==> src/rtl/bit_entry_conditioner.sv <==
// Synchronizes and debounces the data switch and step button, then turns each
// debounced button press into one accepted bit (held level + one-cycle strobe).
module bit_entry_conditioner #(
  parameter int DEBOUNCE_CYCLES = 500000,
  parameter int CNT_W           = $clog2(DEBOUNCE_CYCLES)
) (
  input  logic       clk,
  input  logic       rst,
  input  logic       ena,
  input  logic       sw_data,
  input  logic       btn_step,
  output logic       bit_out,
  output logic       bit_valid,
  output logic       btn_level,
  output logic [7:0] history,
  output logic [7:0] bit_count
);

  localparam int NUM_IN   = 2;
  localparam int IDX_DATA = 0;
  localparam int IDX_BTN  = 1;
  localparam logic [CNT_W-1:0] CNT_MAX = CNT_W'(DEBOUNCE_CYCLES - 1);

  localparam logic [0:0] ST_RELEASED = 1'b0;
  localparam logic [0:0] ST_PRESSED  = 1'b1;

  logic [NUM_IN-1:0]            raw;
  logic [NUM_IN-1:0]            s1_q, s1_d, s2_q, s2_d, lvl_q, lvl_d, flip;
  logic [NUM_IN-1:0][CNT_W-1:0] cnt_q, cnt_d;
  logic [0:0]                   state_q, state_d;
  logic                         bit_out_q, bit_out_d, bit_valid_q, bit_valid_d;
  logic [7:0]                   history_q, history_d, bit_count_q, bit_count_d;
  logic                         rise, fall, accept, data_lvl;

  assign raw      = {btn_step, sw_data};
  assign data_lvl = lvl_q[IDX_DATA];

  // Per-input synchronizer and debouncer; flip marks the edge a level changes.
  always_comb begin
    s1_d = raw;
    s2_d = s1_q;
    for (int i = 0; i < NUM_IN; i++) begin
      lvl_d[i] = lvl_q[i];
      cnt_d[i] = '0;
      flip[i]  = 1'b0;
      if (s2_q[i] != lvl_q[i]) begin
        if (cnt_q[i] == CNT_MAX) begin
          lvl_d[i] = s2_q[i];
          flip[i]  = 1'b1;
        end else begin
          cnt_d[i] = cnt_q[i] + 1'b1;
        end
      end
    end
  end

  assign rise = flip[IDX_BTN] &  s2_q[IDX_BTN];
  assign fall = flip[IDX_BTN] & ~s2_q[IDX_BTN];

  always_comb begin
    state_d = state_q;
    accept  = 1'b0;
    case (state_q)
      ST_RELEASED: if (rise) begin
        state_d = ST_PRESSED;
        accept  = ena;
      end
      ST_PRESSED: if (fall) state_d = ST_RELEASED;
      default: state_d = ST_RELEASED;
    endcase
  end

  // The accepted bit uses data_lvl as registered, before any same-edge flip.
  always_comb begin
    bit_out_d   = bit_out_q;
    bit_valid_d = accept;
    history_d   = history_q;
    bit_count_d = bit_count_q;
    if (accept) begin
      bit_out_d   = data_lvl;
      history_d   = {history_q[6:0], data_lvl};
      bit_count_d = (bit_count_q == 8'hFF) ? 8'hFF : bit_count_q + 8'd1;
    end
  end

  always_ff @(posedge clk) begin
    if (rst) begin
      s1_q        <= '0;
      s2_q        <= '0;
      lvl_q       <= '0;
      cnt_q       <= '0;
      state_q     <= ST_RELEASED;
      bit_out_q   <= 1'b0;
      bit_valid_q <= 1'b0;
      history_q   <= 8'h00;
      bit_count_q <= 8'h00;
    end else begin
      s1_q        <= s1_d;
      s2_q        <= s2_d;
      lvl_q       <= lvl_d;
      cnt_q       <= cnt_d;
      state_q     <= state_d;
      bit_out_q   <= bit_out_d;
      bit_valid_q <= bit_valid_d;
      history_q   <= history_d;
      bit_count_q <= bit_count_d;
    end
  end

  assign bit_out   = bit_out_q;
  assign bit_valid = bit_valid_q;
  assign btn_level = lvl_q[IDX_BTN];
  assign history   = history_q;
  assign bit_count = bit_count_q;

endmodule

==> config.mk <==
export PLATFORM = sky130hd
export DESIGN_NAME = bit_entry_conditioner
export DESIGN_NICKNAME = d
export VERILOG_FILES = /design/src/rtl/bit_entry_conditioner.sv
export SDC_FILE = /design/constraint.sdc
export NUM_CORES = 1
export LEC_CHECK = 0
export ABC_AREA = 1
export CORE_MARGIN = 1
export CORE_UTILIZATION = 35
export DETAILED_ROUTE_END_ITERATION = 6
export MAX_ROUTING_LAYER = met4
export RECOVER_POWER = 25
export SYNTH_ARGS = -nofsm -noshare
export SYNTH_HDL_FRONTEND = slang
export SYNTH_SLANG_ARGS = --single-unit
==> constraint.sdc <==
create_clock -name clk -period 1.6 [get_ports clk]
set_input_delay 0.32 -clock clk [delete_from_list [all_inputs] [get_ports clk]]
set_output_delay 0.32 -clock clk [all_outputs]
set_load 0.01 [all_outputs]
==> flow_summary_export.csv <==
group,metric,value,unit
critical_path,crit_fanout,3,
sta,timing.final.ws_setup,0.0419,ns
pwr,p_int,2.78,mW
pwr,power_density,895,nW/um^2
synth,yosys_register_bits,61,
critical_path,worstPathArrival,1.24,ns
global_routing,grt_overflow,0,
global_routing,grt_antenna_before_repair,0,
synth,ys.flop_type,"dfxtp_1",
cts,cts_tree,"built",
critical_path,startpoint_type,"flop",
floorplanning,dieArea,9180,sq um
floorplanning,die_x,95.8,microns
synth,syn_area_per_cell,6.58,sq um
synth,syn_area,3080,sq um
placement,io_buffers,23,
pwr,p_comb_frac,0.016,
pwr,pwr-share-seq,0.443,
floorplanning,initial_core_util,0.368,
floorplanning,top_level_ports,24,
critical_path,path_cells,"clkdlybuf4s50_1",
synth,ys_types,30,
drt,drcViolationCount,0,
status,status,"complete, no violations",
cts,clock_sinks,61,
sta,fin_crit_sh,0.974,
synth,syn_nets,476,
placement,dp_slack,0.0592,ns
global_routing,grt_pass1_wl,11400,microns
drt,viasPerCell,4.68,
cts,cts_buffers,9,
min_path,hold_class,"flop to flop",
drt,num_vias,2924,
critical_path,cp_top_family,"buffers and inverters",
critical_path,slowest_stage,"clkdlybuf4s50_1",
cells_and_area,area_delta_synth_final,24.8,%
drt,wl,6890,microns
synth,synth_edf_count,0,
run,drv_cap,0,
global_routing,grt_max_degree,24,
floorplanning,rows,33,
sta,finalHoldViolCount,0,
cts,clk_root_buffer_cell,"clkbuf_8",
cells_and_area,antennaDiodeCount,0,
drt,ant_nets,0,
cells_and_area,drive_gt1_frac,0.112,
placement,dp_cells,607,
drt,routedWlPerCell,11.0,microns
cts,clkLatencyLatePin,0.34,ns
sta,fin_crit,1.56,ns
critical_path,required,1.28,ns
sta,fmax,642,MHz
cts,cts_buffer_depth,2,
pwr,switching_share,0.192,
pwr,leakage,1.56,nW
drt,drt-pass1-iter-count,4,
critical_path,path_class,"flop to output pin",
sta,maxSlewHeadroom,0.777,
synth,ys_async_sr_fraction,0,
pwr,p_clk_frac,0.541,
floorplanning,design.core.area,8380,sq um
synth,synthCells,468,
global_routing,grt_pass1_vias,2627,
placement,dp_hpwl,4990,microns
sta,setup_viol,0,
synth,yosysWarnings,0,
drt,drt_iter0_drc,174,
global_routing,grt.total_usage,0.165,
floorplanning,die_y,95.8,microns
cells_and_area,nets,523,
cells_and_area,fin_cells,625,
sta,worst_pin_slew,0.331,ns
cts,htreeDepth,3,
critical_path,crit_buf_inv,1,
placement,gp_congestion,0.804,
synth,yosysSeqAreaShare,0.396,
pwr,p_sw,0.662,mW
pwr,power.total,3.44,mW
sta,maxSlewViolCount,0,
pwr,ir_drop,443,uV
cts,path_clk_slew,0.07,ns
critical_path,endpoint_kind,"output pin",
sta,fin_worst_skew,0.00562,ns
critical_path,cpPeakStageDelay,0.54,ns
## Yosys cell counts, types with 2 or more instances
cell type,instances,area share
dfxtp_1,61,0.40
xor2_1,9,0.026
inv_2,2,0.0024
nand3b_1,2,0.0049
o21ai_0,9,0.015
nand2_1,116,0.14
a21oi_1,23,0.037
nand4_1,15,0.030
nor2_1,99,0.12
nor3_1,13,0.021
inv_1,63,0.077
nand3_1,25,0.041
xnor2_1,2,0.0057
or2_2,3,0.0061
buf_2,4,0.0065
buf_6,2,0.0073
nand2_2,2,0.0041
nor3b_1,2,0.0049
nor2_8,2,0.013
o21ai_1,2,0.0032
ha_1,3,0.012
## worst paths after layout
| check | from | to | slack [ns] | cells after the start |
|---|---|---|---|---|
| worst max register to register | cnt_q[19] | bit_count[2] | 0.14 | 8 |
| worst max-delay path | history[3] | history[3] | 0.04 | 1 |
| worst min register to register | s1_q[0] | s2_q[0] | 0.40 | 2 |
| worst min-delay path | s1_q[0] | s2_q[0] | 0.40 | 2 |
## layout make-up
class,count,area (sq um)
Inverter,65,244
Fill cell,880,4530
Timing Repair Buffer,44,383
Multi-Input combinational cell,334,1590
Clock buffer,10,138
Clock inverter,6,134
Sequential cell,61,1220
Tap cell,105,131
## flip-flops by register name, indices dropped and copies added, names as in the netlist
signal	flops
lvl_q	2
cnt_q	38
s1_q	2
s2_q	2
history	8
bit_count	8
bit_valid	1
## repair_timing
action | 4_1_cts | 5_1_grt
pin swaps | 0 | 1
hold buffers | 0 | 0
resized for setup | 12 | 17
setup buffers | 0 | 2
setup endpoints to repair | 12 | 50
## through the flow
step	cell area (sq um)	hold WS, ns	setup TNS, ns	utilization
after floorplan	3080	0.388	0	-
after global placement	3540	0.391	0	0.423
after detailed placement	3540	0.392	0	0.423
after CTS	3800	0.402	0	0.454
after global routing	3850	0.414	-0.0170	0.459
final	3850	0.400	0	0.459
## routing by layer
metal  track usage  wire, microns  up-vias
met4        0.0821            133        0
met3        0.0276            306       14
met2         0.266           3200       56
met5             -              0        -
met1         0.200           3250     1298
li1              -              -     1556
## cells in the final DEF, fill, tap and decap left out, types with 2 or more instances in the layout
cell type / count
ha_1: 2
nor3_2: 2
nor3_1: 12
dfxtp_2: 2
clkbuf_1: 2
nor2_8: 2
nor3b_1: 2
dlygate4sd2_1: 11
clkdlybuf4s50_1: 6
nor2_1: 95
a21oi_1: 23
xnor2_1: 2
dfxtp_1: 59
nor2_2: 5
nand2_2: 4
nand2_1: 114
o21ai_1: 3
clkdlybuf4s25_1: 5
nand3b_1: 2
nand4_1: 15
or2_2: 3
inv_2: 2
inv_1: 63
buf_4: 17
nand3_1: 25
clkbuf_8: 10
o21ai_0: 8
bufinv_16: 4
xor2_1: 9
## cell families (layout without fill, tap and decap cells)
group / after synthesis / after routing / synth area share
simple gates: 284 / 284 / 0.404
buf+inv: 73 / 125 / 0.0966
flops: 61 / 61 / 0.396
compound gates: 36 / 36 / 0.0601
xor+xnor: 11 / 11 / 0.0313
fa+ha+maj: 3 / 3 / 0.0122
## power groups by stage
stage,logic (mW),registers (mW),clock network [mW]
3_3_place_gp,0.0550,1.56,0
3_5_place_dp,0.0561,1.56,0
6_report,0.0550,1.53,1.86
4_1_cts,0.0562,1.53,1.91
2_1_floorplan,0.0286,1.56,0
5_1_grt,0.0608,1.53,1.97
Power figures use the tool's default switching activity.
==> edit 1 (same flow settings) <==
The parameter `DEBOUNCE_CYCLES` goes from 500000 to 125000.
--- a/src/rtl/bit_entry_conditioner.sv
+++ b/src/rtl/bit_entry_conditioner.sv
@@ -3,3 +3,3 @@
 module bit_entry_conditioner #(
-  parameter int DEBOUNCE_CYCLES = 500000,
+  parameter int DEBOUNCE_CYCLES = 125000,
   parameter int CNT_W           = $clog2(DEBOUNCE_CYCLES)
Formal check against the unedited RTL: same outputs for any inputs over 10 cycles, from zero or initial values and one cycle with rst high; that may be too few to reach the edited logic, so the function may still have changed.
==> edit 1 against the unedited design <==
  * Routed wire length down 10%
  * Clock power down 16%
  * Area after synthesis down 8.9%
  * Power down 12%
  * Via count down 11%
  * Sequential cell count down 4
  * Core utilization down 0.13 points
  * First-iteration DRC count down 60%
  * Design area down 8.1%
  * Worst setup slack worse by 0.0078 ns
  * Critical path type unchanged
==> edit 1: results (changes against the unedited design) <==
[detailed_routing]
wl_met2_mm = 2.81  ; -12%
wl_per_cell_um = 11.0  ; -0.27%
highest_layer = met4
first_pass_iters = 4  ; unchanged
initialDrtViolationCount = 70  ; -60%
vias = 2589  ; -11%
drt-met1-wl_mm = 3.10  ; -4.6%
met3_length_um = 210  ; -31%

[status]
status = completed

[finish]
seq_area_um2 = 1150  ; -6.2%
largest_register = cnt_q
clkCellAreaFrac_pct = 6.47  ; -0.58 points
seq_cell_count = 57  ; -6.6%
buffers = 38  ; -14%
inverters_excl_clock = 63  ; -3.1%
fin_nets = 466  ; -11%
drive_gt1_share_pct = 11.9  ; +0.75 points
clkbuf_count = 13  ; +3
multi_input_cells = 289  ; -13%
fillers = 778  ; -12%
multi_input_area_share_pct = 40.0  ; -1.5 points
buffer_area_share_pct = 10.8  ; +0.84 points
diodes = 0  ; unchanged
largest_reg_flops = 34  ; -11%

[timing]
skew_ns = 0.00911  ; +0.00349 ns
worstMarginPinSlew_ns = 0.430  ; +0.0990 ns
setup_ws_ns = 0.0341  ; -0.00780 ns

[worst_setup_path]
r2r_end = history[6]
startpoint = history[5]
crit_path_top_delay_cell = clkdlybuf4s50_1
cp-endpoint = history[5]
r2r-start = cnt_q[17]
regToRegSetupSlack_ns = 0.12  ; -0.02 ns
ff2ff_path_depth = 9  ; +1

[synthesis]
synth_nets = 423  ; -11%
synth_compound_area_share_pct = 6.11  ; +0.099 points
synth_common_cells = nand2_1, nor2_1, inv_1
ys_seq_area_share_pct = 40.7  ; +1.0 points
ys_top_cells_by_area = dfxtp_1, nand2_1, nor2_1
synth-adder-area-share_pct = 1.34  ; +0.12 points
synth.area.mux_share_pct = 0  ; unchanged
synth_xor_area_share_pct = 2.81  ; -0.32 points

[grt]
grt_pass1_vias = 2430  ; -7.5%
gr-usage-all-layers_pct = 16.1  ; -0.45 points
grtUsageMet3_pct = 4.94  ; +2.2 points
met2_usage_pct = 25.2  ; -1.4 points
grt_pass1_wl_mm = 10.6  ; -6.5%
grt_max_degree = 19  ; -21%
antenna_found_initial = 0  ; unchanged
met1_usage_pct = 19.9  ; -0.12 points

[clocking]
clockBufferDepth = 2  ; unchanged

[pwr]
ir_drop_mv = 0.363  ; -18%
clock_power_share_pct = 51.5  ; -2.6 points
p_leak_nw = 1.37  ; -12%
powerComb_mw = 0.0479  ; -13%
p_sw_mw = 0.599  ; -9.4%

[placement]
gp_congestion = 0.869  ; +8.1%
port_buffers = 23  ; unchanged
dpl.hpwl_mm = 4.40  ; -12%
dp_slack_ns = -0.110  ; -0.169 ns

edit 1: cell types whose count changed after synthesis, sizes merged, moves of 2 or more:
cell    before  now
nand4       15   17
xor2         9    7
clkinv       0    2
nor3b        2    4
nand2      119  104
inv         65   61
nand3       26   15
nor2       102   82
dfxtp       61   57
or2          3    1
o21ai       11    9
edit 1: per-stage QoR:
step | util [%] | power [mW] | cell area, um2 | hold WS (ns) | cells
2_1_floorplan | - | 1.49 | 2810 | 0.388 | 415
3_3_place_gp | 41.4 | 1.51 | 3200 | 0.391 | 545
3_5_place_dp | 41.4 | 1.51 | 3200 | 0.399 | 545
4_1_cts | 44.3 | 3.08 | 3420 | 0.411 | 560
5_1_grt | 45.8 | 3.15 | 3540 | 0.432 | 564
6_report | 45.8 | 3.04 | 3540 | 0.410 | 564
edit 1: repair_timing:
action / 4_1_cts / 5_1_grt
endpoints found under the setup margin: 9 / 33
hold buffers: 0 / 0
resized for setup: 10 / 18
setup buffers: 0 / 1
pin swaps: 0 / 1
gates cloned: 0 / 3
==> edit 2 (same settings) <==
Without the edit above. Make the reset (`rst`) asynchronous in one clocked block.
--- a/src/rtl/bit_entry_conditioner.sv
+++ b/src/rtl/bit_entry_conditioner.sv
@@ -85,3 +85,3 @@
 
-  always_ff @(posedge clk) begin
+  always_ff @(posedge clk or posedge rst) begin
     if (rst) begin
Formal check against the unedited RTL: same outputs for any inputs over 10 cycles, from zero or initial values and one cycle with rst high; that may be too few to reach the edited logic, so the function may still have changed.
==> edit 2 against the unedited design <==
  * Routed wire length grew 0.22%
  * Sequential share of layout area grew 5.9 points
  * Worst setup slack gained 0.017 ns
  * Design area grew 5.2%
  * Critical path depth is the same
  * Die area grew 5.4%
  * Non-clock buffer count grew 11
  * Core utilization shrank 0.17 points
  * Area after synthesis grew 5.5%
  * Sequential cell count is the same
  * Synthesized cell count shrank 13%
  * Critical path type unchanged
  * Largest cell class is now sequential cells
Power is not compared: it rests on default switching activity, and its combinational part moved more than twofold at a synthesized area within 25%.
==> edit 2: results (changes against the unedited design) <==
[finish]
fin_cells = 577  ; -7.7%
fillers = 871  ; -1.0%
drive_gt1_share_pct = 18.3  ; +7.2 points
fin_nets = 473  ; -9.6%
diodes = 0  ; unchanged
largest_register = cnt_q
largest_reg_flops = 38  ; unchanged

[synthesis]
synth_common_cells = nor2_1, nand2_1, dfrtp_1
ys_seq_area_share_pct = 47.0  ; +7.3 points
ys_top_cells_by_area = dfrtp_1, nor2_1, nand2_1
ys_types = 36  ; +20%
postSynthCellCount = 405  ; -13%
synth_nets = 413  ; -13%
synthArstFlopShare_pct = 100  ; +100 points
synth_warnings = 0  ; unchanged
synthFlopType = dfrtp_1

[placement]
port_buffers = 23  ; unchanged
dp_slack_ns = -0.0650  ; -0.124 ns
gp_congestion = 0.876  ; +8.9%
dpl.hpwl_mm = 4.94  ; -0.89%
dp_cells = 552  ; -9.1%
dpl_cell_area_um2 = 3770  ; +6.3%

[clocking]
clk_latency_ns = 0.33
root_buffer = clkbuf_8
clockBufferDepth = 2  ; unchanged
cts_buffers = 9  ; unchanged
clk_pin_slew_worst_paths_ns = 0.07  ; about the same
htreeDepth = 3  ; unchanged

[worst_setup_path]
slowest_delay_ns = 0.53
cp_max_fo = 2  ; -1
cpLargestDelayFamily = buffers and inverters
crit_path_top_delay_cell = clkdlybuf4s50_1
arrival_ns = 1.22  ; -0.02 ns

[grt]
grt_pass1_wl_mm = 12.0  ; +5.4%
gr-usage-all-layers_pct = 15.9  ; -0.66 points
met2_usage_pct = 26.0  ; -0.60 points
grtUsageMet3_pct = 3.44  ; +0.67 points
antenna_found_initial = 0  ; unchanged
grt_pass1_vias = 2657  ; +1.1%
met1_usage_pct = 19.8  ; -0.23 points
grt_max_degree = 62  ; +160%

[status]
status = completed

[timing]
skew_ns = 0.0119  ; +0.00630 ns
slew_headroom_pct = 44.2  ; -34 points
slew_violations = 0  ; unchanged

[pwr]
p_leak_nw = 1.93
ir_drop_mv = 0.428

[detailed_routing]
wl_per_cell_um = 12.0  ; +8.6%
initialDrtViolationCount = 136  ; -22%
first_pass_iters = 4  ; unchanged
viasPerCell = 4.75  ; +1.5%

[hold_path]
hp-class = flop to flop

==> edit 2: report_power, final <==
group / total, mW / internal [mW] / leakage (nW) / switching [mW]
combinational: 0.121 / 0.0435 / 1.04 / 0.0774
clock: 1.14 / 0.592 / 0.0833 / 0.551
sequential: 1.57 / 1.56 / 0.802 / 0.0118
==> edit 2: metal layers <==
metal | routed length (um) | vias to the layer above
li1 | - | 1403
met1 | 3230 | 1272
met2 | 3340 | 55
met3 | 262 | 10
met4 | 71 | 0
met5 | 0 | -
==> edit 2: timing repair <==
item                                    CTS  global route
setup buffers                             6             4
endpoints found under the setup margin   24            23
hold buffers                              0             0
pin swaps                                 0             2
resized for setup                         9            15
==> edit 2: path summary, 6_finish.rpt <==
check                      cells after the start    startpoint      endpoint  slack [ns]
max                                            1  bit_count[7]  bit_count[7]        0.06
min reg2reg                                    0       s1_q[1]       s2_q[1]        0.35
max reg2reg                                   10     cnt_q[19]    history[6]        0.08
min                                            0       s1_q[1]       s2_q[1]        0.35
max in group asynchronous                      3           rst     cnt_q[22]        0.29
min in group asynchronous                      3           rst     cnt_q[17]        0.75
==> edit 2: layout make-up <==
type / instances / area (um2) / area share (%)
Clock buffer: 13 / 149 / 3.68
Multi-Input combinational cell: 282 / 1500 / 37.2
Sequential cell: 61 / 1530 / 37.7
Inverter: 56 / 215 / 5.32
Timing Repair Buffer: 55 / 507 / 12.5
Tap cell: 108 / 135 / 3.34
Clock inverter: 2 / 10.0 / 0.247
==> edit 2: cells by family after synthesis <==
| group | Yosys count | synth area share [%] |
|---|---|---|
| AOI/OAI and AO/OA | 30 | 5.35 |
| xor gates and xnor gates | 18 | 4.85 |
| adders and majority gates | 3 | 1.15 |
| buffers and inverters | 62 | 8.16 |
| DFF | 61 | 47.0 |
| and+or+nand+nor | 231 | 33.5 |
==> edit 2: through the flow <==
step / power (mW) / utilization (%)
finish: 2.84 / 45.7
CTS: 2.90 / 45.0
global placement: 1.72 / 42.6
global route: 2.98 / 45.7
floorplan: 1.66 / -
detailed placement: 1.72 / 42.6
